File: config.mk
export PLATFORM = sky130hd
export DESIGN_NAME = data_peak_stage2_buffer
export DESIGN_NICKNAME = d
export VERILOG_FILES = /design/src/rtl/data_peak_pkg.sv /design/src/rtl/data_peak_word_ram.sv /design/src/rtl/data_peak_stage2_buffer.sv
export SDC_FILE = /design/constraint.sdc
export NUM_CORES = 1
export LEC_CHECK = 0
export ABC_AREA = 1
export CORE_UTILIZATION = 55
export CTS_CLUSTER_DIAMETER = 100
export DETAILED_ROUTE_END_ITERATION = 7
export PLACE_DENSITY = 0.72
export SKIP_LAST_GASP = 1
export SLEW_MARGIN = 20
export SYNTH_ARGS = -nofsm -noshare
export SYNTH_HDL_FRONTEND = slang
export SYNTH_SLANG_ARGS = --single-unit
File: constraint.sdc
create_clock -name SysClk -period 5.6 [get_ports SysClk]
set_input_delay 0.56 -clock SysClk [delete_from_list [all_inputs] [get_ports SysClk]]
set_output_delay 0.56 -clock SysClk [all_outputs]
set_load 0.02 [all_outputs]
File: src/rtl/data_peak_pkg.sv
// Shared types and constants for the data-peak capture path.
package data_peak_pkg;

  localparam int DP_SAMPLE_W         = 8;
  localparam int DP_SAMPLES_PER_WORD = 4;
  localparam int DP_WORD_W           = 32;

  typedef enum logic [1:0] {
    DP_IDLE    = 2'd0,
    DP_CAPTURE = 2'd1,
    DP_READOUT = 2'd2
  } dp_state_e;

  // Byte 0 is the oldest sample, held in the top lane of the word.
  function automatic logic [DP_SAMPLE_W-1:0] dp_byte_sel(
    input logic [DP_WORD_W-1:0] word,
    input logic [1:0]           idx
  );
    logic [DP_SAMPLE_W-1:0] b;
    case (idx)
      2'd0:    b = word[31:24];
      2'd1:    b = word[23:16];
      2'd2:    b = word[15:8];
      default: b = word[7:0];
    endcase
    return b;
  endfunction

endpackage

File: src/rtl/data_peak_word_ram.sv
// Simple dual-port word RAM: one write port, one registered read port.
module data_peak_word_ram
  import data_peak_pkg::*;
#(
  parameter int DEPTH = 16,
  parameter int AW    = $clog2(DEPTH)
) (
  input  logic                 i_clk,
  input  logic                 i_we,
  input  logic [AW-1:0]        i_waddr,
  input  logic [DP_WORD_W-1:0] i_wdata,
  input  logic [AW-1:0]        i_raddr,
  output logic [DP_WORD_W-1:0] o_rdata
);

  logic [DP_WORD_W-1:0] r_mem [DEPTH];
  logic [DP_WORD_W-1:0] r_rdata;

  always_ff @(posedge i_clk) begin
    if (i_we) begin
      r_mem[i_waddr] <= i_wdata;
    end
    r_rdata <= r_mem[i_raddr];
  end

  assign o_rdata = r_rdata;

endmodule

File: src/rtl/data_peak_stage2_buffer.sv
// Trigger-initiated burst capture buffer with byte-wide registered readout.
// Optional: DATA_PEAK_S2_RETRIGGER_EN lets a trigger during READOUT restart capture.
module data_peak_stage2_buffer
  import data_peak_pkg::*;
#(
  parameter int CAPTURE_WORDS = 16
) (
  input  logic                   SysClk,
  input  logic                   Reset_n,
  input  logic [DP_WORD_W-1:0]   DataIn,
  input  logic                   FastTrigger,
  input  logic                   DataRead,
  output logic                   DataAvailable,
  output logic                   DataValid,
  output logic [DP_SAMPLE_W-1:0] DataOut
);

  localparam int WAW = $clog2(CAPTURE_WORDS);
  localparam int BIW = WAW + 2;
  localparam logic [WAW-1:0] LAST_WORD = WAW'(CAPTURE_WORDS - 1);
  localparam logic [BIW-1:0] LAST_IDX  = BIW'(DP_SAMPLES_PER_WORD * CAPTURE_WORDS - 1);

  dp_state_e              r_state;
  logic [WAW-1:0]         r_wr_ptr;
  logic [BIW-1:0]         r_rd_idx;
  logic                   r_avail;
  logic                   r_valid;
  logic [DP_SAMPLE_W-1:0] r_dout;

  logic                   w_accept;
  logic                   w_last;
  logic                   w_retrig;
  logic                   w_we;
  logic [BIW-1:0]         w_rd_idx_next;
  logic [DP_WORD_W-1:0]   w_ram_q;

  always_comb begin
    w_accept = (r_state == DP_READOUT) && r_avail && DataRead;
    w_last   = (r_rd_idx == LAST_IDX);
`ifdef DATA_PEAK_S2_RETRIGGER_EN
    // A trigger coinciding with the final accepted byte is ignored.
    w_retrig = (r_state == DP_READOUT) && FastTrigger && !(w_accept && w_last);
`else
    w_retrig = 1'b0;
`endif
    w_we = ((r_state == DP_IDLE) && FastTrigger) || (r_state == DP_CAPTURE) || w_retrig;

    w_rd_idx_next = r_rd_idx;
    if (w_retrig) begin
      w_rd_idx_next = '0;
    end else if (w_accept) begin
      w_rd_idx_next = w_last ? '0 : r_rd_idx + 1'b1;
    end
  end

  // Read address follows the next byte index so the RAM output register
  // always holds the word of the byte about to be served.
  data_peak_word_ram #(
    .DEPTH (CAPTURE_WORDS),
    .AW    (WAW)
  ) u_ram (
    .i_clk   (SysClk),
    .i_we    (w_we),
    .i_waddr (r_wr_ptr),
    .i_wdata (DataIn),
    .i_raddr (w_rd_idx_next[BIW-1:2]),
    .o_rdata (w_ram_q)
  );

  always_ff @(posedge SysClk or negedge Reset_n) begin
    if (!Reset_n) begin
      r_state  <= DP_IDLE;
      r_wr_ptr <= '0;
      r_rd_idx <= '0;
      r_avail  <= 1'b0;
      r_valid  <= 1'b0;
      r_dout   <= '0;
    end else begin
      r_valid  <= 1'b0;
      r_rd_idx <= w_rd_idx_next;
      unique case (r_state)
        DP_IDLE: begin
          if (FastTrigger) begin
            r_state  <= DP_CAPTURE;
            r_wr_ptr <= r_wr_ptr + 1'b1;
          end
        end
        DP_CAPTURE: begin
          if (r_wr_ptr == LAST_WORD) begin
            r_wr_ptr <= '0;
            r_state  <= DP_READOUT;
          end else begin
            r_wr_ptr <= r_wr_ptr + 1'b1;
          end
        end
        DP_READOUT: begin
          // First READOUT cycle primes the RAM read register before raising availability.
          if (w_retrig) begin
            r_state  <= DP_CAPTURE;
            r_wr_ptr <= r_wr_ptr + 1'b1;
            r_avail  <= 1'b0;
          end else if (!r_avail) begin
            r_avail <= 1'b1;
          end else if (w_accept) begin
            r_dout  <= dp_byte_sel(w_ram_q, r_rd_idx[1:0]);
            r_valid <= 1'b1;
            if (w_last) begin
              r_avail <= 1'b0;
              r_state <= DP_IDLE;
            end
          end
        end
        default: r_state <= DP_IDLE;
      endcase
    end
  end

  assign DataAvailable = r_avail;
  assign DataValid     = r_valid;
  assign DataOut       = r_dout;

endmodule

* Word level (Yosys, flattened, before mapping)
Memories as Yosys holds them, arrays and structs flattened. A register that Yosys moved wholly into a read port is not among the register bits. Index checks and enable logic that the tools add are counted. Widths: inputs -> output; s select.
Cells by class: multiplexer cells 20, add/subtract/negate cells 2, reduce and logical (&&, ||, !) cells 10, equal/unequal tests 11
Operators by type and width (number):
- $pmux 8 s3 | 1
- $mux 6 | 2
- $mux 2 | 5
- $mux 1 | 8
- $mux 4 | 2
- $ne 2x2->1 const B | 4
- $pmux 4 s2 | 1
- $add 6x1->6 const B | 1
- $eq 6x6->1 const B | 1
- $pmux 2 s3 | 1
- $reduce_and 5->1 | 1
- $add 4x1->4 const B | 1
- $eq 2x1->1 const B | 2
- $eq 2x2->1 const B | 2
- $eq 4x4->1 const B | 1
- $logic_not 2->1 | 2
- $logic_and 1x1->1 | 3
- $reduce_and 3->1 | 1
- $ne 2x1->1 const B | 1
- $reduce_and 2->1 | 1
- $reduce_bool 2->1 | 1
- $logic_or 1x1->1 | 1
Word-level totals: register bits 22, logic and storage cells 51, output and inout bits 10, memories 1, RAM bits 512, bits of input ports 36
Memories:
- u_ram.r_mem | words 16, bits a word 32, rd ports 1, clocked after Yosys merged registers in 1, wr ports 1, line data_peak_word_ram.sv:16 | logic [DP_WORD_W-1:0] r_mem [DEPTH];

* Depth between registers and ports, before layout
Gate-level depths: netlist (run 1).
depth in word-level cells 6, gate-level depth with buffers 15, gate-level depth less buffers 12

* Hierarchy
A second synthesis (run 1) with hierarchy kept.
Second synthesis, totals: cells, all modules 2270, area total of the unflattened synthesis 23939.2 um^2
Modules (own cells, without submodules):
- data_peak_word_ram | cells each 2120, times used 1, seq. area each 16015.4 um^2, area an instance 22744.3 um^2
- data_peak_stage2_buffer | cells each 150, times used 1, seq. area each 550.5 um^2, area an instance 1194.9 um^2

* Worst setup path before layout (run 1)
Ideal clock, no wire load.
kind input -> register, start point input FastTrigger, end point memory u_ram.r_mem[11][0] (enable), library setup time 0.421 ns, data required time 5.179 ns, buffers on the path 0, slack 2.720 ns, arrival 2.459 ns, stages on the path 6, path through nand3_1 > nand2_1 > inv_1 > nor2_1 > inv_1 > nor2_1
Between the ends: cells in the longest elaborated chain, start to end 4
Ends and longest elaborated chain:
- start, declared | line data_peak_stage2_buffer.sv:11 | input logic FastTrigger,
- $logic_and 1x1->1 | line data_peak_stage2_buffer.sv:46 | w_we = ((r_state == DP_IDLE) && FastTrigger) || (r_state == DP_CAPTURE) || w_retrig;
- $logic_or 1x1->1 | line data_peak_stage2_buffer.sv:46
- $mux 1 | line data_peak_word_ram.sv:20 | if (i_we) begin
- $mux 1 (not written as such) | line data_peak_word_ram.sv:21 | r_mem[i_waddr] <= i_wdata;
- end, declared | line data_peak_word_ram.sv:16
No other way between the ends.

* Worst setup path in the final report (run 1)
start point register r_rd_idx[1], end point register u_ram.r_rdata[22], in the netlist u_ram.o_rdata[22], read port of u_ram.r_mem
Between the ends: cells in the longest elaborated chain, start to end 3, elaborated cells on any way between the ends 4, classes of those cells 1 x add/sub; 1 x eq/ne; 2 x mux
Ends and longest elaborated chain:
- start, declared | line data_peak_stage2_buffer.sv:25 | logic [BIW-1:0] r_rd_idx;
- start signal, assigned | line data_peak_stage2_buffer.sv:80 | r_rd_idx <= w_rd_idx_next;
- $add 6x1->6 or $eq 6x6->1 (tied branches) | line data_peak_stage2_buffer.sv:52, data_peak_stage2_buffer.sv:39
- $mux 6 (*) | line data_peak_stage2_buffer.sv:52 | w_rd_idx_next = w_last ? '0 : r_rd_idx + 1'b1;
- $mux 6 (*) | line data_peak_stage2_buffer.sv:51 | end else if (w_accept) begin
- end, declared | line data_peak_word_ram.sv:17 | logic [DP_WORD_W-1:0] r_rdata;
Every way passes the cells marked *; elsewhere a longest branch is shown, timed or not. A chain may end at the register's enable or synchronous reset.

==> out/results.txt, run 1 <==
The final routed wire length divided by cell count works out to 21.9 um. Setup slack on the worst reg-to-reg path comes out at 1.97 ns. For the total nets after synthesis, the log shows 2157.

At the pin with the least slew margin, the transition time is 1.15 ns. The worst register-to-register path begins at r_rd_idx[1]. The count of non-filler cells in the finished layout was 2699; the number of buffers added to fix hold violations after cts was 0. Setup slack closes at 1.97 ns. The largest total area in the synthesized netlist belongs to sky130_fd_sc_hd__edfxtp_1. After technology mapping, the gate count stands at 2113. For the number of antenna violations at the first check in global routing, the log shows 1. The later pin in the worst-skew pair is clocked with a latency of 0.62 ns. Counting both buffers and inverters, the worst setup path holds a total of 2. Across the VDD grid, the largest voltage drop is 0.340 mV.

In the synthesized netlist the async set-or-reset flop fraction comes to 3.89%. The flow ran to the end, and the final reports show no timing, DRC or antenna violations. Primary flip-flop cell chosen by synthesis mapping: sky130_fd_sc_hd__edfxtp_1.

For the number of nets with antenna violations after routing, the log shows 0. Shortest period the worst path allows: 3.63 ns. Root buffer cell: sky130_fd_sc_hd__clkbuf_16.

Following the worst setup path forward leads to its endpoint at u_ram.o_rdata[22]. Headroom to the max-slew limit came out at 23.0%. The worst setup path is of the flip-flop to flip-flop kind.

The tools report the number of setup buffers added after CTS as 0. In the final layout, the share of cells above drive strength 1 is 7.18%. The largest single stage delay on the critical path is 0.63 ns. The final-layout worst hold slack was 0.454 ns; the max-cap violation count was 0.

Endpoint kind of the worst setup timing path: a flip-flop. Sorting the synthesized cells by how often they occur yields sky130_fd_sc_hd__nand2_1 (853), sky130_fd_sc_hd__edfxtp_1 (512), sky130_fd_sc_hd__nand3_1 (454), sky130_fd_sc_hd__buf_2 (92), sky130_fd_sc_hd__buf_4 (36). The required arrival time at the worst endpoint came out at 6.10 ns.

The port buffer count works out to 45. The sequential share of the synthesized area was 70.8%. The critical path crosses 13 cells after its start point.

The count of final hold-check violations was 0; the static leakage was 10.1 nW. Entering global routing, the biggest net connects 179 pins. sky130_fd_sc_hd__nand2_1 is the most common cell in the netlist.

The worst path uses 64.9% of the clock period. The run gives 6 as the total iterations of the first detailed-routing run. For this run, the post-layout net count is 2156.

The number of cells after detailed placement came out at 2593. The tools report the pre-CTS worst setup slack as 1.72 ns. The synthesis-to-finish area growth is 11.7%, and the residual DRC count is 0.

The design draws 0.0135 W. The average cell area after synthesis came out at 11.1 um2. Counting every sink on the clock net gives 566. The reg-to-reg endpoint was u_ram.o_rdata[22].

The estimated wirelength of the detail-placed design was 29300 um. The final weighted congestion in routability-driven placement was 0.840. Among cell families on the critical path, the largest total delay comes from simple AND/OR/NAND/NOR gates.

Setup repair after global routing left no endpoint under its margin. Setup violations remaining at the end of the flow were counted as 0. For the worst setup path, the data arrival time is 4.13 ns. The number of different library cells used by synthesis comes to 26. Clock tree synthesis inserted a total of 55 buffers.

The count of flip-flops with a built-in enable after synthesis came out at 512. The cell row count came out at 75. For the worst flop-to-flop path, the logic depth is 13. The I/O pin count is 46. Global routing finished with a remaining overflow of 0. The overall die width was 208 um; the register bit total from synthesis was 566.

The region available for standard cell placement spans 41900 um2. The number of vias after detailed routing came out at 15900. Yosys printed 0 warnings.

The maximum clock skew at final layout came out at 0.0205 ns. The most frequent cell on the critical path is sky130_fd_sc_hd__nand2_1. Worst hold path class: input pin to async pin. In this run the vertical extent of the chip is 208 um. The final number of max-transition violations came out at 0. The critical path goes through ha_1, inv_2, nand2_1, nand2_1, nand2_8, nand2_8, buf_4, nand2_1, nand2_1, nand2_1, nand3_1, nand3_1, nand2_1. The tools report the initial standard-cell utilization of the core as 55.8%. Maximum level of the CTS H-tree: 2.

The layout has 3148 filler cells. The total routed wirelength came out at 59100 um. The tools report the peak clock frequency supported by timing as 275 MHz. The critical path starts at r_rd_idx[1].

The cell area that synthesis handed to floorplanning was 23400 um2. The area share of the largest cell type after synthesis works out to 65.7%. Kind of start point of the critical path: a flip-flop. In the global route stage, overall resource usage came out at 27.8%. For this design the ratio of total power to cell area is 517 nW/um2. By area the synthesized netlist is led by sky130_fd_sc_hd__edfxtp_1 (66%), sky130_fd_sc_hd__nand2_1 (14%), sky130_fd_sc_hd__nand3_1 (9.7%). Gates resized during post-CTS repair numbered 0. For this design, the slowest cell found on the critical path is sky130_fd_sc_hd__nand2_8. The detailed router finished its first iteration with 1890 violations. Clock-pin slew was measured on the worst setup and hold paths at 0.06 ns. After routing, the total negative slack on setup checks comes to 0 ns. TritonCTS built the clock tree. Maximum fanout along the worst path: 107.

The worst-case clock buffer depth was 3; the via count of the first global-routing pass was 15400. For the global-route wire length before repair, the log shows 90700 um. Using the TritonRoute via totals, the vias-per-cell ratio works out to 5.89. The die covers 43400 um2.
-- registers in the layout, indices dropped and copies added, names as in the netlist --
signal         count
r_wr_ptr           4
DataValid          1
DataOut            8
u_ram.r_mem      512
r_state            2
u_ram.o_rdata     32
r_rd_idx           6
DataAvailable      1
-- per-stage QoR --
step / instance area (um2) / utilization, %
floorplan: 23400 / -
global placement: 24200 / 57.7
detailed placement: 24200 / 57.8
CTS: 26100 / 62.3
global route: 26100 / 62.3
finish: 26100 / 62.3
-- per-layer routing --
metal / part of all wire (%) / wire, um / vias up / GRT usage, %
li1: - / - / 7276 / -
met1: 40 / 23600 / 7636 / 38.0
met2: 47 / 27800 / 848 / 44.7
met3: 9.7 / 5740 / 147 / 4.82
met4: 3.3 / 1960 / 0 / 10.6
met5: 0 / 0 / - / 0
-- power breakdown --
group	leakage, nW	switching [W]	internal [W]	total (W)
Combinational	4.01	0.00287	0.00111	0.00397
Clock	0.922	0.00157	0.00226	0.00383
Sequential	5.17	0.000273	0.00544	0.00571
-- cell usage in the layout, fill, tap and decap left out, types with 2 or more instances in the layout --
master                            count
sky130_fd_sc_hd__clkbuf_8             8
sky130_fd_sc_hd__a21oi_1              9
sky130_fd_sc_hd__clkinv_1             6
sky130_fd_sc_hd__clkdlybuf4s50_1     44
sky130_fd_sc_hd__nor2_4              18
sky130_fd_sc_hd__buf_12               4
sky130_fd_sc_hd__edfxtp_1           512
sky130_fd_sc_hd__clkbuf_1            13
sky130_fd_sc_hd__buf_4               28
sky130_fd_sc_hd__dfrtp_1             22
sky130_fd_sc_hd__nand2_1            853
sky130_fd_sc_hd__nand2_2              3
sky130_fd_sc_hd__a31oi_1              8
sky130_fd_sc_hd__clkbuf_16           56
sky130_fd_sc_hd__bufinv_16            7
sky130_fd_sc_hd__nor2_1               8
sky130_fd_sc_hd__nand4_1              2
sky130_fd_sc_hd__dfxtp_1             32
sky130_fd_sc_hd__ha_1                 8
sky130_fd_sc_hd__inv_2                6
sky130_fd_sc_hd__nand3_1            452
sky130_fd_sc_hd__o21ai_0             15
sky130_fd_sc_hd__clkinv_2            11
sky130_fd_sc_hd__nand3_2              2
sky130_fd_sc_hd__inv_1               17
sky130_fd_sc_hd__nand2_8              3
sky130_fd_sc_hd__clkinvlp_4           2
-- cell type report --
type,instances,area (um2),area share [%]
Antenna cell,1,2.50,0.00958
Clock buffer,77,1560,5.97
Clock inverter,27,323,1.24
Inverter,24,91.3,0.350
Multi-Input combinational cell,1387,6170,23.6
Sequential cell,566,16600,63.4
Tap cell,539,674,2.58
Timing Repair Buffer,78,746,2.85
-- cell families after synthesis --
group / count (synthesis) / synth area share (%)
buffers and inverters: 160 / 3.67
XOR/XNOR: 2 / 0.107
adder cells (fa/ha/maj): 8 / 0.428
AND/OR/NAND/NOR: 1344 / 24.2
AO/OA/AOI/OAI: 33 / 0.759
flip-flops: 566 / 70.8
-- worst min-delay path by stage --
stage / cells past startpoint / end / slack [ns]
after floorplan: 0 / DataAvailable / 0.26
after global placement: 2 / DataOut[7] / 0.44
after detailed placement: 2 / DataOut[7] / 0.45
after CTS: 2 / DataOut[1] / 0.47
after global routing: 2 / DataOut[4] / 0.49
final: 2 / DataOut[4] / 0.45
Note: power is estimated with default switching activity, not from simulation.
==> run 2, diff against run 1 <==
Clock period 5.6 ns to 3.35 ns, I/O delays scaled along.
==> out/results.txt, run 2 (synthesis results as in run 1) <==
The start of the worst register-to-register path was r_rd_idx[1]. For this design the static power due to leakage is 10.3 nW. At the worst endpoint, the required time is 3.88 ns. The power density normalized to cell area is 863 nW/um2, and the synthesis-to-finish area growth is 13.5%. The tools report the max-cap violation count as 0. The height of the chip is 208 um, and the peak clock frequency supported by timing is 365 MHz. The number of antenna violations at the first check in global routing came out at 1. TritonCTS built the clock tree.

At the end of routability-driven placement, the weighted congestion stood at 0.882. The shortest period the worst path allows is 2.74 ns, and the number of buffers added to fix hold violations after cts is 0. For this block, the routed nets add up to 57800 um of wire. The tools report the number of cells after detailed placement as 2615. Flip-flop count of the largest register, all copies and words added: 512. The number of cells on the worst reg-to-reg path works out to 10.

The worst slew margin relative to its limit was 45.4%. Setup repair after global routing left no endpoint under its margin. In this run the register-to-register setup slack is 0.61 ns. The I/O pin count was 46; the overflow left after global routing was 0. Signal routing reaches up to met4. Adding up every negative setup slack in the final design gives 0 ns.

The repair_antennas step left the layout with diodes totalling 0. Buffers added to address setup during post-CTS repair amount to 0. The run gives 0.797 mV as the worst supply voltage drop on vdd. At the pin with the least slew margin, the transition time is 0.820 ns. The first detailed-routing pass took 5 iterations. By startpoint and endpoint, the worst setup path is classified as flip-flop to flip-flop.

The first global-routing pass estimated 88200 um of wire. Once detail routing completed, the nets flagged for antenna violations numbered 0. Once the floorplan was initialized, standard cells occupied 55.8% of the core.

After clock tree synthesis, the clock-pin slew on the worst setup and hold paths is 0.06 ns. Number of nets in the layout: 2179. After floorplanning, the core was divided into 75 placement rows.

The maximum fanout along the worst path is 26. Entering global routing, the biggest net connects 155 pins. The logs give 0 for the residual DRC count and 3.27 ns for the data arrival time of the worst path. The logs give 56 for the TritonCTS buffer count and 23700 um for the detailed-routing wirelength on met1.

In the detailed route, the total length drawn on met2 is 27600 um. Maximum clock skew at final layout: 0.0122 ns. Leaving out fill and tap cells, the most frequent cell in the layout is sky130_fd_sc_hd__nand2_1.

The number of clock sinks seen by CTS came out at 566. Across every metal layer, demand over resource in global routing totals 27.0%. The port buffer count is 45, and the count of final hold-check violations is 0. The worst hold path class is input pin to async pin. In the layout the commonest cells are sky130_fd_sc_hd__nand2_1 (853), sky130_fd_sc_hd__edfxtp_1 (512), sky130_fd_sc_hd__nand3_1 (452). For the clock latency at the later pin of the worst-skew pair, the log shows 0.59 ns. In the final layout, the share of cells above drive strength 1 is 8.21%.

In this run the critical register-to-register path is captured at u_ram.o_rdata[31]. STA classifies the critical path endpoint as a flip-flop. The estimated wirelength of the detail-placed design is 30300 um, and the overall die width is 208 um.

In the final routed layout, each cell accounts on average for 21.2 um. In the detailed route, the total length drawn on met3 is 4970 um. The kind of start point of the critical path was a flip-flop. Post-CTS repair changed the size of 0 cells.

The worst-case clock buffer depth is 3. The tools report the detailed router's first-iteration violation count as 1937. In this run the clock root is driven by a sky130_fd_sc_hd__clkbuf_16. Dividing the final minimum period by the clock period gives 81.8%.

The H-tree was split into 2 levels. The detailed router placed 15700 vias in this run. The area of the core region is 41900 um2, and the floorplan die area is 43400 um2.

Setup violations remaining at the end of the flow were counted as 0. The run finished with clean final reports. The via count of the first global-routing pass came out at 15000. Once layout is complete, the cells apart from fillers number 2720. Across all hold checks on the routed design, the worst slack comes to 0.268 ns. Top register by number of flip-flops: u_ram.r_mem. The run gives 0 as the final number of max-transition violations. In the routed layout, each cell is associated on average with a via count of 5.78.
run 2: cell types whose count changed in the layout (fill, tap and decap cells not counted), moves of 3 or more:
cell                       previous run  this run
sky130_fd_sc_hd__clkbuf_1            13        16
sky130_fd_sc_hd__buf_4               28        34
sky130_fd_sc_hd__clkinv_2            11         5
sky130_fd_sc_hd__clkinv_1             6         1
sky130_fd_sc_hd__clkbuf_8             8        13
sky130_fd_sc_hd__buf_12               4        20
run 2: power breakdown:
part | leakage (nW) | switching, W | internal, W
clock | 0.944 | 0.00255 | 0.00395
sequential | 5.17 | 0.000466 | 0.00908
combinational | 4.19 | 0.00479 | 0.00205
run 2: critical path, cell delays in order, from the launching register on:
cell                      delay (ns)
sky130_fd_sc_hd__dfrtp_1        0.40
sky130_fd_sc_hd__ha_1           0.38
sky130_fd_sc_hd__nand2_1        0.16
sky130_fd_sc_hd__nor2_2         0.16
sky130_fd_sc_hd__nand4_1        0.25
sky130_fd_sc_hd__nand3_4        0.46
sky130_fd_sc_hd__buf_4          0.43
sky130_fd_sc_hd__nand2_1        0.12
sky130_fd_sc_hd__nand3_1        0.09
sky130_fd_sc_hd__nand3_1        0.08
sky130_fd_sc_hd__nand2_1        0.11
run 2: worst max-delay path by stage:
| stage | slack, ns | from | cells after the start | to |
|---|---|---|---|---|
| after floorplan | 0.54 | r_state[0] | 8 | u_ram.r_mem[11][0] |
| after global placement | 0.55 | DataRead | 13 | u_ram.o_rdata[24] |
| after detailed placement | 0.46 | DataRead | 13 | u_ram.o_rdata[24] |
| after CTS | 0.63 | r_rd_idx[1] | 10 | u_ram.o_rdata[31] |
| after global routing | 0.46 | r_rd_idx[1] | 10 | u_ram.o_rdata[30] |
| final | 0.61 | r_rd_idx[1] | 10 | u_ram.o_rdata[31] |
run 2: stage by stage:
step / setup WS [ns] / power [W] / utilization, % / instance area (um2)
after floorplan: 0.539 / 0.0141 / - / 23400
after global placement: 0.551 / 0.0163 / 58.7 / 24600
after detailed placement: 0.458 / 0.0164 / 58.7 / 24600
after CTS: 0.634 / 0.0229 / 63.3 / 26500
after global routing: 0.464 / 0.0240 / 63.3 / 26600
final: 0.608 / 0.0229 / 63.3 / 26600
run 2: area by class of cell:
cell class | instances | area, um2
clock inverters | 18 | 279
multi-input cells | 1387 | 6170
clock buffers | 86 | 1670
flip-flops and latches | 566 | 16600
fillers | 3148 | 15400
repair buffers | 100 | 1110
well taps | 539 | 674
inverters | 24 | 90.1
run 2: layer usage:
metal	vias up	track usage [%]
met5	-	0
met3	103	4.09
li1	7320	-
met4	0	8.68
met2	733	43.3
met1	7559	38.1
